[src/rtl/vdec_hs_scch_sel.sv]
// rtl/vdec_hs_scch_sel.sv - HS-SCCH candidate selection over Viterbi + SER stages.
// Optional early exit on a zero SER: VDEC_HS_SCCH_SEL_EARLY_EXIT_EN.
module vdec_hs_scch_sel (
    input  logic        clk,
    input  logic        rst,
    input  logic        start,
    input  logic [2:0]  cand_num,
    input  logic [35:0] cand_base,
    input  logic [6:0]  ser_thr,
    output logic        busy,
    output logic        done,
    output logic        det_hit,
    output logic [1:0]  det_idx,
    output logic [7:0]  det_bits,
    output logic [6:0]  det_ser,
    output logic        vit_start,
    output logic [8:0]  vit_base,
    input  logic        vit_done,
    input  logic [7:0]  vit_bits,
    output logic        ser_start,
    output logic [8:0]  ser_base,
    output logic [28:0] ser_dec_bits,
    output logic [1:0]  ser_hs_mode,
    output logic [5:0]  ser_cbs_p7,
    input  logic        ser_done,
    input  logic [6:0]  ser_acc
);

`ifdef VDEC_HS_SCCH_SEL_EARLY_EXIT_EN
    localparam logic EARLY_EXIT = 1'b1;
`else
    localparam logic EARLY_EXIT = 1'b0;
`endif

    typedef enum logic [2:0] {IDLE, VIT, VIT_W, SER, SER_W, NXT, FIN} state_t;

    state_t      state;
    logic [2:0]  num_r;
    logic [35:0] base_r;
    logic [6:0]  thr_r;
    logic [1:0]  k;
    logic [7:0]  bits_k;
    logic [6:0]  best_ser;
    logic [1:0]  best_idx;
    logic [7:0]  best_bits;
    logic        stop;
    logic [2:0]  num_clamped;

    function automatic logic [8:0] base_of(input logic [35:0] b, input logic [1:0] i);
        logic [8:0] r;
        case (i)
            2'd0:    r = b[8:0];
            2'd1:    r = b[17:9];
            2'd2:    r = b[26:18];
            default: r = b[35:27];
        endcase
        return r;
    endfunction

    assign num_clamped  = (cand_num > 3'd4) ? 3'd4 : cand_num;
    assign busy         = (state != IDLE);
    assign ser_dec_bits = {21'd0, bits_k};
    assign ser_hs_mode  = 2'b00;
    assign ser_cbs_p7   = 6'd15;

    always_ff @(posedge clk or negedge rst) begin
        if (!rst) begin
            state     <= IDLE;
            num_r     <= 3'd0;
            base_r    <= 36'd0;
            thr_r     <= 7'd0;
            k         <= 2'd0;
            bits_k    <= 8'd0;
            best_ser  <= 7'h7F;
            best_idx  <= 2'd0;
            best_bits <= 8'd0;
            stop      <= 1'b0;
            done      <= 1'b0;
            det_hit   <= 1'b0;
            det_idx   <= 2'd0;
            det_bits  <= 8'd0;
            det_ser   <= 7'h7F;
            vit_start <= 1'b0;
            vit_base  <= 9'd0;
            ser_start <= 1'b0;
            ser_base  <= 9'd0;
        end else begin
            vit_start <= 1'b0;
            ser_start <= 1'b0;
            done      <= 1'b0;
            case (state)
                IDLE: begin
                    if (start) begin
                        num_r     <= num_clamped;
                        base_r    <= cand_base;
                        thr_r     <= ser_thr;
                        k         <= 2'd0;
                        best_ser  <= 7'h7F;
                        best_idx  <= 2'd0;
                        best_bits <= 8'd0;
                        stop      <= 1'b0;
                        // An empty run passes through NXT so done lands two cycles after start.
                        if (num_clamped == 3'd0) begin
                            state <= NXT;
                        end else begin
                            state     <= VIT;
                            vit_start <= 1'b1;
                            vit_base  <= cand_base[8:0];
                        end
                    end
                end
                VIT: state <= VIT_W;
                VIT_W: begin
                    if (vit_done) begin
                        bits_k    <= vit_bits;
                        ser_start <= 1'b1;
                        ser_base  <= base_of(base_r, k);
                        state     <= SER;
                    end
                end
                SER: state <= SER_W;
                SER_W: begin
                    if (ser_done) begin
                        if (ser_acc < best_ser) begin
                            best_ser  <= ser_acc;
                            best_idx  <= k;
                            best_bits <= bits_k;
                        end
                        stop  <= EARLY_EXIT && (ser_acc == 7'd0);
                        state <= NXT;
                    end
                end
                NXT: begin
                    if (!stop && (({1'b0, k} + 3'd1) < num_r)) begin
                        k         <= k + 2'd1;
                        vit_base  <= base_of(base_r, k + 2'd1);
                        vit_start <= 1'b1;
                        state     <= VIT;
                    end else begin
                        det_hit  <= (num_r != 3'd0) && (best_ser <= thr_r);
                        det_idx  <= best_idx;
                        det_bits <= best_bits;
                        det_ser  <= best_ser;
                        done     <= 1'b1;
                        state    <= FIN;
                    end
                end
                FIN:     state <= IDLE;
                default: state <= IDLE;
            endcase
        end
    end

endmodule

[config.mk]
export PLATFORM = sky130hd
export DESIGN_NAME = vdec_hs_scch_sel
export DESIGN_NICKNAME = d
export VERILOG_FILES = /design/src/rtl/vdec_hs_scch_sel.sv
export SDC_FILE = /design/constraint.sdc
export NUM_CORES = 1
export LEC_CHECK = 0
export CAP_MARGIN = 20
export CORE_MARGIN = 5
export CORE_UTILIZATION = 40
export CTS_BUF_LIST = sky130_fd_sc_hd__clkbuf_8
export DETAILED_ROUTE_END_ITERATION = 8
export PLACE_DENSITY = 0.76
export SKIP_CTS_REPAIR_TIMING = 1
export SLEW_MARGIN = 30
export SYNTH_ARGS = -nofsm -noshare
export SYNTH_HDL_FRONTEND = slang
export SYNTH_SLANG_ARGS = --single-unit
[constraint.sdc]
create_clock -name clk -period 5.39 [get_ports clk]
set_input_delay 0.539 -clock clk [delete_from_list [all_inputs] [get_ports clk]]
set_output_delay 0.539 -clock clk [all_outputs]
set_load 0.05 [all_outputs]
==> impl_results.md <==
- Status: completed
- Reg clk slew, reported paths: 70 ps
- Area contributors post-synth: dfrtp_1 45%, mux2_2 15%, dfstp_2 6.6%
- Simple-gate area share of the yosys netlist: 0.0594
- Worst path cell trace: ha_1 -> ha_1 -> a21oi_1 -> o21a_1 -> nand2b_1 -> mux2_2
- Peak VDD IR: 0.406 mV
- Proportion of synthesized area in mux cells: 0.147
- Design area: 0.00722 sq mm
- Vias in the first global route: 4202
- DR iter-0 viols: 358
- Cell taking the most area after synthesis: dfrtp_1
- Critical path type: reg -> reg
- Routability cong.: 0.847
- Critical Path AT: 3510 ps
- Ports: 143
- Setup Skew: 10.0 ps
- Cell mode on critical path: ha_1
- Post-synth EDFFs: 0
- All-Layer GR Usage: 0.171
- Setup Viol. Count Final: 0
- Final WS setup: 2200 ps
- Top sig layer: met5
- Die height: 128 um
- Relative slew slack: 0.377
- Power density over cell area: 689 mW/mm^2
- Inserted Clock Buffers: 17
- Diodes inserted: 0
- Met1 Routed Length: 5.55 mm
- IO buf count: 113
- Main combinational cell family by area after synthesis: multiplexers
- Cell family with most CP delay: adder cells
- Post-synth ARST share: 1.00
- Sequential fraction of the synthesis area: 0.519
- Slowest cell on crit path: nand2b_1
- Crit-path max FO: 19
- Initial Utilization: 0.405
- Largest net degree at the start of global routing: 70
- Worst-Margin Slew: 934 ps
- Period utilization: 0.592
- RSZ-0062 raised after global routing: no
- Final ANT Viol Nets: 0
- Synth Register Bits: 115
- Via density: 5.32
- R2R Path Start: k[0]
- CP bufs+invs: 0
- Met3 WL post-DR: 1.22 mm
- Area share of the largest cell type after synthesis: 0.453
- Drt first pass iters: 7
- Fillers: 1212
- Total gr overflow: 0
- Hold WC Path Type: in -> async
- Final min period: 3190 ps
- DR WL met2: 6.64 mm
- Yosys warning total: 0
- Post-Route WL: 13.7 mm
- Core Region: 0.0138 sq mm
- CP peak stage delay: 670 ps
- H-tree depth: 4
- Number of max-cap violations: 0
- Initial antenna violation count: 1
- Critical Path Sink Type: flop
- Most frequent cells after synthesis: 101 x dfrtp_1, 73 x mux2_2, 45 x o21ai_0
- Synth Area in Compound Gates: 0.144
- Max clock buf depth: 2
- Critical Path RT: 5710 ps
- # nets final: 665
- Synth cell types: 43
- Post-Synth Adder-Cell Area: 0.0471
- Synth Area in XOR/XNOR: 0.00157
- Die Area: 0.0164 sq mm
- Clock Sink Count: 115
- Mapped Cells: 473
- Fmax: 313 MHz
- Die Wd: 128 um
- Root Driver: clkbuf_8
- Clk_lat worst skew: 440 ps
- Count leader, synth: dfrtp_1
- Main synth FF type: dfrtp_1
- Routed wire per std cell: 17.7 um
- Syn-to-layout area delta: 29.3%
- Final hold violations: 0
- Layout cell share with drive strength beyond 1: 0.220
- Slew Viols, Final: 0
- Pwr Total: 0.00497 W
- DP Worst Slack: 2140 ps
- Cell Rows: 43
- DR DRC count: 0
- Leakage dissipation: 3.18 nW
- Post-DP HPWL: 9.94 mm
- Setup_tns: 0 ps
- Synth Area per Inst: 11.8 sq um
- CTS tree: yes
- Via count: 4101
- Post-synthesis instance area: 0.00558 sq mm
- Critical path launch point type: flop
- First-pass GRT wire length: 21.7 mm
- Crit path launch: k[0]
- Cell Area, Placed: 0.00670 sq mm
## cells by family after synthesis
family	Yosys count
flip-flops	115
AO/OA/AOI/OAI	114
buffers and inverters	80
multiplexers	73
AND/OR/NAND/NOR	67
adder cells (fa/ha/maj)	21
other	2
XOR/XNOR	1
## area by class of cell
class                   count  area [sq um]  area share
well taps                 180           225      0.0312
multi-input cells         305          2340       0.325
clock buffers              23           317      0.0439
repair buffers            116          1150       0.160
flip-flops and latches    115          2900       0.401
clock inverters             9           196      0.0272
inverters                  23          86.3      0.0120
## layer usage
metal | GRT usage | up-vias
met5 | 0 | -
met4 | 0.0581 | 2
met3 | 0.0663 | 19
met2 | 0.277 | 185
met1 | 0.210 | 2028
li1 | - | 1867
## sequential cells by signal (all words and copies together) (netlist names), 7 cells and up
register,flops
base_r,36
best_bits,8
best_ser,7
bits_k,8
det_bits,8
det_ser,7
ser_base,9
thr_r,7
vit_base,9
## worst paths after layout
kind	to	slack, ps	cells past startpoint
max	det_idx[1]	2200	6
min	base_r[25]	100	1
max reg2reg	det_idx[1]	2200	6
min reg2reg	ser_base[1]	490	2
max in group asynchronous	base_r[9]	4250	2
min in group clk	ser_base[1]	490	2
## report_power, final
group | internal (W) | total [W] | switching, W
clock network | 0.000670 | 0.00101 | 0.000344
logic | 0.000932 | 0.00233 | 0.00140
registers | 0.00131 | 0.00163 | 0.000318
total | 0.00291 | 0.00497 | 0.00206
## per-stage QoR
step / cells / hold WS [ps] / util
floorplan: 500 / 243 / -
global placement: 739 / 472 / 0.486
detailed placement: 739 / 475 / 0.486
CTS: 771 / 223 / 0.524
global route: 771 / 127 / 0.524
finish: 771 / 104 / 0.524
## worst register-to-register path: cells and delay by family, from the launching register on
family                   cells  cell delay (ps)
adder cells (fa/ha/maj)      2              980
flip-flops                   1              450
multiplexers                 1              420
AO/OA/AOI/OAI                2              550
AND/OR/NAND/NOR              1              670
## placed cells by master (no fill, tap or decap), types with 2 or more instances in the layout
cell type	n
clkbuf_8	23
o21ai_0	45
ha_1	21
o211a_1	2
o21a_1	2
bufinv_16	6
clkdlybuf4s50_1	112
nand3_1	3
mux2_2	73
a22o_1	11
nor3_1	3
nand2b_1	3
o211ai_1	2
dfstp_2	14
nor3b_1	2
nand4_1	5
o22ai_1	2
a21oi_1	16
buf_4	3
dfrtp_1	101
inv_1	24
nor2_1	11
conb_1	29
a222oi_1	18
nand2_1	30
nand3b_1	3
a2bb2oi_1	7
No activity file was read; power rests on OpenSTA's default activity.
